**src/rtl/pulse_period_meter.sv**
```systemverilog
// Measures the rise-to-rise period and high time of an asynchronous pin signal in
// CLOCK cycles, raising a sticky TIMEOUT when no rising edge arrives within the counter range.
module pulse_period_meter #(
    parameter int WIDTH       = 24,
    parameter int SYNC_STAGES = 2
) (
    input  logic             CLOCK,
    input  logic             RESET,
    input  logic             ENABLE,
    input  logic             SIG_IN,
    output logic [WIDTH-1:0] PERIOD,
    output logic [WIDTH-1:0] HIGH_TIME,
    output logic             VALID,
    output logic             TIMEOUT,
    output logic             ACTIVE
);

    typedef enum logic {IDLE, MEASURE} state_t;

    localparam logic [WIDTH-1:0] CNT_MAX = '1;
    localparam logic [WIDTH-1:0] CNT_ONE = WIDTH'(1);

    state_t                 state_q, state_d;
    logic [SYNC_STAGES-1:0] sync_q, sync_d;
    logic                   s_d_q, s_d_d;
    logic [WIDTH-1:0]       cnt_q, cnt_d;
    logic [WIDTH-1:0]       hcnt_q, hcnt_d;
    logic [WIDTH-1:0]       period_q, period_d;
    logic [WIDTH-1:0]       high_q, high_d;
    logic                   valid_q, valid_d;
    logic                   timeout_q, timeout_d;
    logic                   s;
    logic                   rise;

    always_comb begin
        sync_d = {sync_q[SYNC_STAGES-2:0], SIG_IN};
        s      = sync_q[SYNC_STAGES-1];
        s_d_d  = s;
        rise   = s & ~s_d_q;
    end

    // A rise always wins over the timeout; the counter leaves MEASURE before it can wrap.
    always_comb begin
        state_d   = state_q;
        cnt_d     = cnt_q;
        hcnt_d    = hcnt_q;
        period_d  = period_q;
        high_d    = high_q;
        valid_d   = 1'b0;
        timeout_d = timeout_q;
        case (state_q)
            IDLE: begin
                if (rise && ENABLE) begin
                    state_d = MEASURE;
                    cnt_d   = CNT_ONE;
                    hcnt_d  = CNT_ONE;
                end
            end
            MEASURE: begin
                if (!ENABLE) begin
                    state_d = IDLE;
                end else if (rise) begin
                    period_d  = cnt_q;
                    high_d    = hcnt_q;
                    valid_d   = 1'b1;
                    timeout_d = 1'b0;
                    cnt_d     = CNT_ONE;
                    hcnt_d    = CNT_ONE;
                end else if (cnt_q == CNT_MAX) begin
                    state_d   = IDLE;
                    timeout_d = 1'b1;
                end else begin
                    cnt_d = cnt_q + 1'b1;
                    if (s && (hcnt_q != CNT_MAX)) begin
                        hcnt_d = hcnt_q + 1'b1;
                    end
                end
            end
            default: state_d = IDLE;
        endcase
    end

    always_ff @(posedge CLOCK) begin
        if (RESET) begin
            state_q   <= IDLE;
            sync_q    <= '0;
            s_d_q     <= 1'b0;
            cnt_q     <= '0;
            hcnt_q    <= '0;
            period_q  <= '0;
            high_q    <= '0;
            valid_q   <= 1'b0;
            timeout_q <= 1'b0;
        end else begin
            state_q   <= state_d;
            sync_q    <= sync_d;
            s_d_q     <= s_d_d;
            cnt_q     <= cnt_d;
            hcnt_q    <= hcnt_d;
            period_q  <= period_d;
            high_q    <= high_d;
            valid_q   <= valid_d;
            timeout_q <= timeout_d;
        end
    end

    assign PERIOD    = period_q;
    assign HIGH_TIME = high_q;
    assign VALID     = valid_q;
    assign TIMEOUT   = timeout_q;
    assign ACTIVE    = (state_q == MEASURE);

endmodule

```
**config.mk**
```make
export PLATFORM = sky130hd
export DESIGN_NAME = pulse_period_meter
export DESIGN_NICKNAME = d
export VERILOG_FILES = /design/src/rtl/pulse_period_meter.sv
export SDC_FILE = /design/constraint.sdc
export NUM_CORES = 1
export LEC_CHECK = 0
export ABC_AREA = 1
export BUFFER_PORTS_ARGS = -buffer_cell sky130_fd_sc_hd__buf_2
export CAP_MARGIN = 40
export CORE_MARGIN = 4
export CORE_UTILIZATION = 60
export CTS_BUF_LIST = sky130_fd_sc_hd__clkbuf_8
export DETAILED_ROUTE_END_ITERATION = 16
export PLACE_DENSITY = 0.81
export SLEW_MARGIN = 20
export SYNTH_ARGS = -nofsm -noshare
export SYNTH_HDL_FRONTEND = slang
export SYNTH_SLANG_ARGS = --single-unit
```
**constraint.sdc**
```tcl
create_clock -name CLOCK -period 3.1 [get_ports CLOCK]
set_input_delay 0.155 -clock CLOCK [delete_from_list [all_inputs] [get_ports CLOCK]]
set_output_delay 0.155 -clock CLOCK [all_outputs]
set_load 0.05 [all_outputs]
```
==> results of run 1 <==
==> worst paths after layout <==
kind | from | slack, ns | depth (start not counted) | endpoint
setup / recovery | hcnt_q[0]$_SDFFE_PP0P_ | 0.81 | 12 | hcnt_q[0]$_SDFFE_PP0P_
hold / removal | RESET | 0.21 | 2 | sync_q[0]$_SDFF_PP0_
setup reg to reg | hcnt_q[0]$_SDFFE_PP0P_ | 0.81 | 12 | hcnt_q[0]$_SDFFE_PP0P_
hold reg to reg | sync_q[0]$_SDFF_PP0_ | 0.44 | 2 | sync_q[1]$_SDFF_PP0_
==> cell usage after synthesis, types with 2 or more instances <==
cell                         n  area share (%)
sky130_fd_sc_hd__a21oi_1    19             1.8
sky130_fd_sc_hd__buf_1       3            0.22
sky130_fd_sc_hd__buf_2       5            0.48
sky130_fd_sc_hd__buf_4       3            0.43
sky130_fd_sc_hd__buf_6       4            0.87
sky130_fd_sc_hd__clkbuf_1   14             1.0
sky130_fd_sc_hd__dfxtp_1   102              39
sky130_fd_sc_hd__ha_1        2            0.48
sky130_fd_sc_hd__inv_1     103             7.5
sky130_fd_sc_hd__inv_2       5            0.36
sky130_fd_sc_hd__nand2_1   211              15
sky130_fd_sc_hd__nand2_2     4            0.48
sky130_fd_sc_hd__nand3_1    89             8.6
sky130_fd_sc_hd__nand3_2     5            0.97
sky130_fd_sc_hd__nand4_1    33             4.0
sky130_fd_sc_hd__nor2_1     79             5.7
sky130_fd_sc_hd__nor2_2      3            0.36
sky130_fd_sc_hd__nor2_4      7             1.5
sky130_fd_sc_hd__nor3_1     13             1.3
sky130_fd_sc_hd__o21ai_0    63             6.1
sky130_fd_sc_hd__o21ai_1     5            0.48
sky130_fd_sc_hd__xor2_1      3            0.51
==> sequential cells by signal, indices dropped and copies added, names as in the netlist <==
| signal | count |
|---|---|
| HIGH_TIME | 24 |
| ACTIVE | 1 |
| VALID | 1 |
| PERIOD | 24 |
| sync_q | 2 |
| cnt_q | 24 |
| TIMEOUT | 1 |
| hcnt_q | 24 |
| s_d_q | 1 |
==> layout make-up <==
type                    instances  area (um2)
inverters                     109         410
clock buffers                   9         124
multi-input cells             544        2560
fillers                       733        2620
well taps                     105         131
clock inverters                 7        78.8
flip-flops and latches        102        2040
repair buffers                 62         333
==> repair_timing <==
| item | in CTS | in global routing |
|---|---|---|
| hold endpoints to repair | 1 | 0 |
| hold buffers | 1 | 0 |
| resized for setup | 0 | 0 |
==> through the flow <==
step	utilization, %	std cells
finish	68.4	938
floorplan	-	785
CTS	68.4	938
detailed placement	65.8	921
global route	68.4	938
global placement	65.8	921
==> layout by cell type, fill, tap and decap left out <==
cell	n
sky130_fd_sc_hd__a21oi_1	19
sky130_fd_sc_hd__buf_2	54
sky130_fd_sc_hd__buf_4	7
sky130_fd_sc_hd__bufinv_16	1
sky130_fd_sc_hd__clkbuf_8	9
sky130_fd_sc_hd__clkinv_2	1
sky130_fd_sc_hd__clkinvlp_4	1
sky130_fd_sc_hd__dfxtp_1	102
sky130_fd_sc_hd__dlygate4sd3_1	1
sky130_fd_sc_hd__ha_1	2
sky130_fd_sc_hd__inv_1	104
sky130_fd_sc_hd__inv_2	5
sky130_fd_sc_hd__inv_6	3
sky130_fd_sc_hd__inv_8	1
sky130_fd_sc_hd__nand2_1	211
sky130_fd_sc_hd__nand2_2	4
sky130_fd_sc_hd__nand2_4	1
sky130_fd_sc_hd__nand3_1	89
sky130_fd_sc_hd__nand3_2	5
sky130_fd_sc_hd__nand3b_1	1
sky130_fd_sc_hd__nand4_1	33
sky130_fd_sc_hd__nand4_4	1
sky130_fd_sc_hd__nor2_1	79
sky130_fd_sc_hd__nor2_2	3
sky130_fd_sc_hd__nor2_4	7
sky130_fd_sc_hd__nor2_8	1
sky130_fd_sc_hd__nor3_1	13
sky130_fd_sc_hd__o211a_1	1
sky130_fd_sc_hd__o21a_1	1
sky130_fd_sc_hd__o21ai_0	62
sky130_fd_sc_hd__o21ai_1	6
sky130_fd_sc_hd__o31ai_1	1
sky130_fd_sc_hd__or2_2	1
sky130_fd_sc_hd__xor2_1	3
==> metal layers <==
| metal | global-route usage [%] | wire (um) | vias to the layer above |
|---|---|---|---|
| met5 | 0 | 0 | - |
| met3 | 5.05 | 653 | 27 |
| met2 | 50.1 | 6680 | 145 |
| li1 | - | - | 2601 |
| met4 | 9.00 | 294 | 0 |
| met1 | 34.1 | 5900 | 2371 |
==> logic make-up after synthesis <==
kind of cell,count (synthesis)
compound gates,90
xor+xnor,3
fa+ha+maj,2
buf+inv,139
flops,102
simple gates,449
==> power breakdown <==
group          switching [mW]  total, mW  internal [mW]
clock network           0.490      0.876          0.385
registers             0.00401       1.32           1.31
logic                  0.0589     0.0756         0.0166
==> metrics.txt, run 1 <==
post-synthesis share of cell area spent on full adders, half adders and majority gates=0.483%; Netlist cell types=32; worst-path cell with the longest stage delay=sky130_fd_sc_hd__dfxtp_1; final critical-path required period=2.29 ns; sort of element at the start of the critical path=flop; Post-DP Area=5460 um2; WL/cell=14.4 um; Placer Congestion=1.02; FF+latch count, synth=102; Post-Synthesis Cell Area=5180 um2; detailed-route wire length=13500 um; signed area change from the synthesized netlist to the final layout=9.57%; LEAKAGE=2.50 nW; antenna violations before repair=0; Synth Area in Compound Gates=8.89%; root buffer selected by CTS=sky130_fd_sc_hd__clkbuf_8; Relative slew margins=59.5%; number of cells produced by synthesis=785; post-route design area=5680 um2; count of endpoints failing setup in the final report=0; path class of the lowest-slack min-delay path=primary input to flop; Post-Route Skew=0.0113 ns; number of antenna diodes=0; Crit path max-delay family=simple AND/OR/NAND/NOR gates; H-tree lvl count=3; post-CTS setup buffer count=0; vertical die dimension=101 um; CP Capture Type=flop; RSZ-0062 raised after global routing=false; fraction of synthesized area in multiplexers=0%; first-pass GRT wire length=23200 um; vias in the first global route=4940; Net Count, Synth=791; Vias per Instance=5.48; sum of negative setup slack=0 ns; smallest hold slack=0.207 ns; total number of nets in the final design=834; final hold vios=0; share of the clock period used by the worst path after layout=74.0%; critical path's largest stage delay=0.57 ns; number of search-and-repair iterations in the first detailed-routing pass=6; remaining global-route overflow=0; total routing usage reported by global routing=28.1%; proportion of synthesized chip area in sequential cells=39.4%; EDFF count, synth=0; run status=completed; f_max=436 MHz; syn_area_per_cell=6.60 um2; Top cell by count, worst path=sky130_fd_sc_hd__nand3_2; combinational family with the most area after synthesis=simple AND/OR/NAND/NOR gates; number of sinks handled by clock tree synthesis=102; Setup Slack @ Placement=0.887 ns; clock insertion delay at the later pin of the skew report=0.37 ns; floorplan die width=101 um; area enclosed by the die boundary=10200 um2; total clock buffers created by CTS=9; sequence of cells on the critical path=ha_1 -> nand2_2 -> nor2_4 -> nand3_2 -> nor2_4 -> nand3_2 -> buf_4 -> nand3_2 -> nand2_2 -> clkinv_2 -> nand2_1 -> nand2_1; post-synthesis share of cell area spent on and, or, nand and nor gates=39.5%; post-detail-place hpwl=9800 um; number of synthesis warnings=0; number of slew-limit violations in the final report=0; Least-Margin Pin Slew=0.606 ns; final antenna-violating net count=0; Rows=33; maximum vdd drop=0.249 mV; Final Power=2.27 mW; core footprint=8300 um2; share of cells above drive strength 1=12.6%; area share of xor/xnor cells in the synthesized design=0.507%; critical path buffer and inverter count=2; maximum number of pins on one net before global-route repair=50; number of top-level design ports=55; CP Max Fanout=20; DRC errors left=0; initial DRC count=252; initial cell density of the core=62.4%; clock tree from TritonCTS=done; maximum root-to-sink buffer count=2; number of maximum-capacitance violations=0; pwr dens=400 nW/um2; required time at the endpoint of the critical path=3.41 ns; Data arrival, critical path=2.61 ns; proportion of synthesized flip-flops having asynchronous set or reset=0%; Top FF cell, synth=sky130_fd_sc_hd__dfxtp_1; critical path type=flop to flop; least setup slack across all paths after layout=0.807 ns; input/output buffers=54; count of vias placed by the detailed router=5144; CTS clk-pin slew, worst paths=0.11 ns
(Power assumes the default switching activity.)
==> run 2: changes to the inputs <==
Settings changed: CORE_UTILIZATION 60 to 55, PLACE_DENSITY 0.81 to 0.78.
Clock period 3.1 ns to 1.9 ns, I/O delays scaled along.
==> metrics.txt, run 2 (synthesized netlist as in run 1, its figures left out) <==
total routing usage reported by global routing=25.2%; RSZ-0062 raised after global routing=false; pwr dens=628 nW/um2; LEAKAGE=2.61 nW; Post-Route Skew=0.0113 ns; clock insertion delay at the later pin of the skew report=0.37 ns; number of sinks handled by clock tree synthesis=102; sum of negative setup slack=0 ns; final antenna-violating net count=0; area of the multi-input gates=2570 um2; number of search-and-repair iterations in the first detailed-routing pass=7; count of endpoints failing setup in the final report=0; area enclosed by the die boundary=11000 um2; post-detail-place hpwl=9810 um; total number of nets in the final design=855; sort of element at the start of the critical path=flop; sequential standard cell area=2040 um2; CP Max Fanout=24; vertical die dimension=105 um; WL/cell=13.9 um; maximum number of pins on one net before global-route repair=50; total clock buffers created by CTS=9; first-pass GRT wire length=23300 um; least setup slack across all paths after layout=0.182 ns; maximum vdd drop=0.425 mV; antenna violations before repair=0; Final Power=3.67 mW; required time at the endpoint of the critical path=2.21 ns; path class of the lowest-slack min-delay path=primary input to flop; most common cell after layout, fill and taps aside=sky130_fd_sc_hd__nand2_1; floorplan die width=105 um; clock tree from TritonCTS=done; Data arrival, critical path=2.02 ns; Least-Margin Pin Slew=0.504 ns; number of maximum-capacitance violations=0; run status=completed; detailed-route wire length=13400 um; maximum root-to-sink buffer count=2; count of vias placed by the detailed router=5255; CP Capture Type=flop; share of the clock period used by the worst path after layout=90.4%; Rows=35; H-tree lvl count=3; Relative slew margins=66.4%; final hold vios=0; signed area change from the synthesized netlist to the final layout=12.9%; number of antenna diodes=0; number of slew-limit violations in the final report=0; vias in the first global route=5179; CTS clk-pin slew, worst paths=0.10 ns; input/output buffers=54; DRC errors left=0; remaining global-route overflow=0; number of fill cells=875; non-filler cells, final=965; Setup Slack @ Placement=0.0675 ns; final critical-path required period=1.72 ns; initial DRC count=275; share of cells above drive strength 1=15.1%; initial cell density of the core=56.3%; number of top-level design ports=55; critical path type=flop to flop; root buffer selected by CTS=sky130_fd_sc_hd__clkbuf_8; most used cells in the layout excluding fill and tap cells=210 x sky130_fd_sc_hd__nand2_1, 104 x sky130_fd_sc_hd__inv_1, 101 x sky130_fd_sc_hd__dfxtp_1, 89 x sky130_fd_sc_hd__nand3_1, 78 x sky130_fd_sc_hd__nor2_1; core footprint=9200 um2; Vias per Instance=5.45; f_max=582 MHz; Placer Congestion=0.920; number of cells in the design after placement=944
run 2: repair_timing:
item                                    4_1_cts  5_1_grt
hold buffers                                  1        0
buffers inserted                              0        4
gates resized for setup                       0        5
endpoints found under the hold margin         1        0
endpoints found under the setup margin        0       26
run 2: report_power, final:
group | total [mW] | leakage (nW) | switching, mW | internal (mW)
registers | 2.15 | 0.822 | 0.00406 | 2.14
clock network | 1.38 | 0.104 | 0.739 | 0.641
logic | 0.143 | 1.69 | 0.106 | 0.0377
run 2: worst paths after layout:
kind / cells after the start / startpoint / slack, ns / to
worst max-delay path: 11 / cnt_q[1]$_SDFFE_PP0P_ / 0.18 / cnt_q[19]$_SDFFE_PP0P_
worst min-delay path: 2 / RESET / 0.16 / sync_q[1]$_SDFF_PP0_
worst max register to register: 11 / cnt_q[1]$_SDFFE_PP0P_ / 0.18 / cnt_q[19]$_SDFFE_PP0P_
worst min register to register: 2 / sync_q[0]$_SDFF_PP0_ / 0.40 / sync_q[1]$_SDFF_PP0_
run 2: per-layer routing:
metal / routed length, um / GRT usage (%) / share of wire [%] / vias to the layer above
met2: 6800 / 46.0 / 51 / 173
met1: 5580 / 28.9 / 42 / 2413
met3: 725 / 4.51 / 5.4 / 27
met5: 0 / 0 / 0 / -
li1: - / - / - / 2642
met4: 261 / 10.0 / 2.0 / 0
run 2: cell type report:
class | count | area share [%]
clock buffers | 10 | 2.35
inverters | 109 | 7.02
multi-input cells | 544 | 43.9
clock inverters | 6 | 1.03
flip-flops and latches | 102 | 34.9
repair buffers | 83 | 8.39
well taps | 111 | 2.38
run 2: through the flow:
stage               area [um2]  hold WS [ns]  utilization [%]
floorplan                 5180         0.177                -
global placement          5600         0.308             60.9
detailed placement        5600         0.309             60.9
CTS                       5810         0.149             63.1
global route              5850         0.188             63.6
finish                    5850         0.161             63.6
run 2: critical path, cell delays in order (launching register included):
cell and delay (ns):
sky130_fd_sc_hd__dfxtp_1 0.38, sky130_fd_sc_hd__ha_1 0.18, sky130_fd_sc_hd__inv_1 0.06, sky130_fd_sc_hd__nor2_4 0.14
sky130_fd_sc_hd__nand2_4 0.09, sky130_fd_sc_hd__nor2_8 0.12, sky130_fd_sc_hd__nand3_2 0.08, sky130_fd_sc_hd__nand2_1 0.12
sky130_fd_sc_hd__nand2_4 0.18, sky130_fd_sc_hd__nand3_1 0.13, sky130_fd_sc_hd__nand2_1 0.06, sky130_fd_sc_hd__nor2_1 0.11
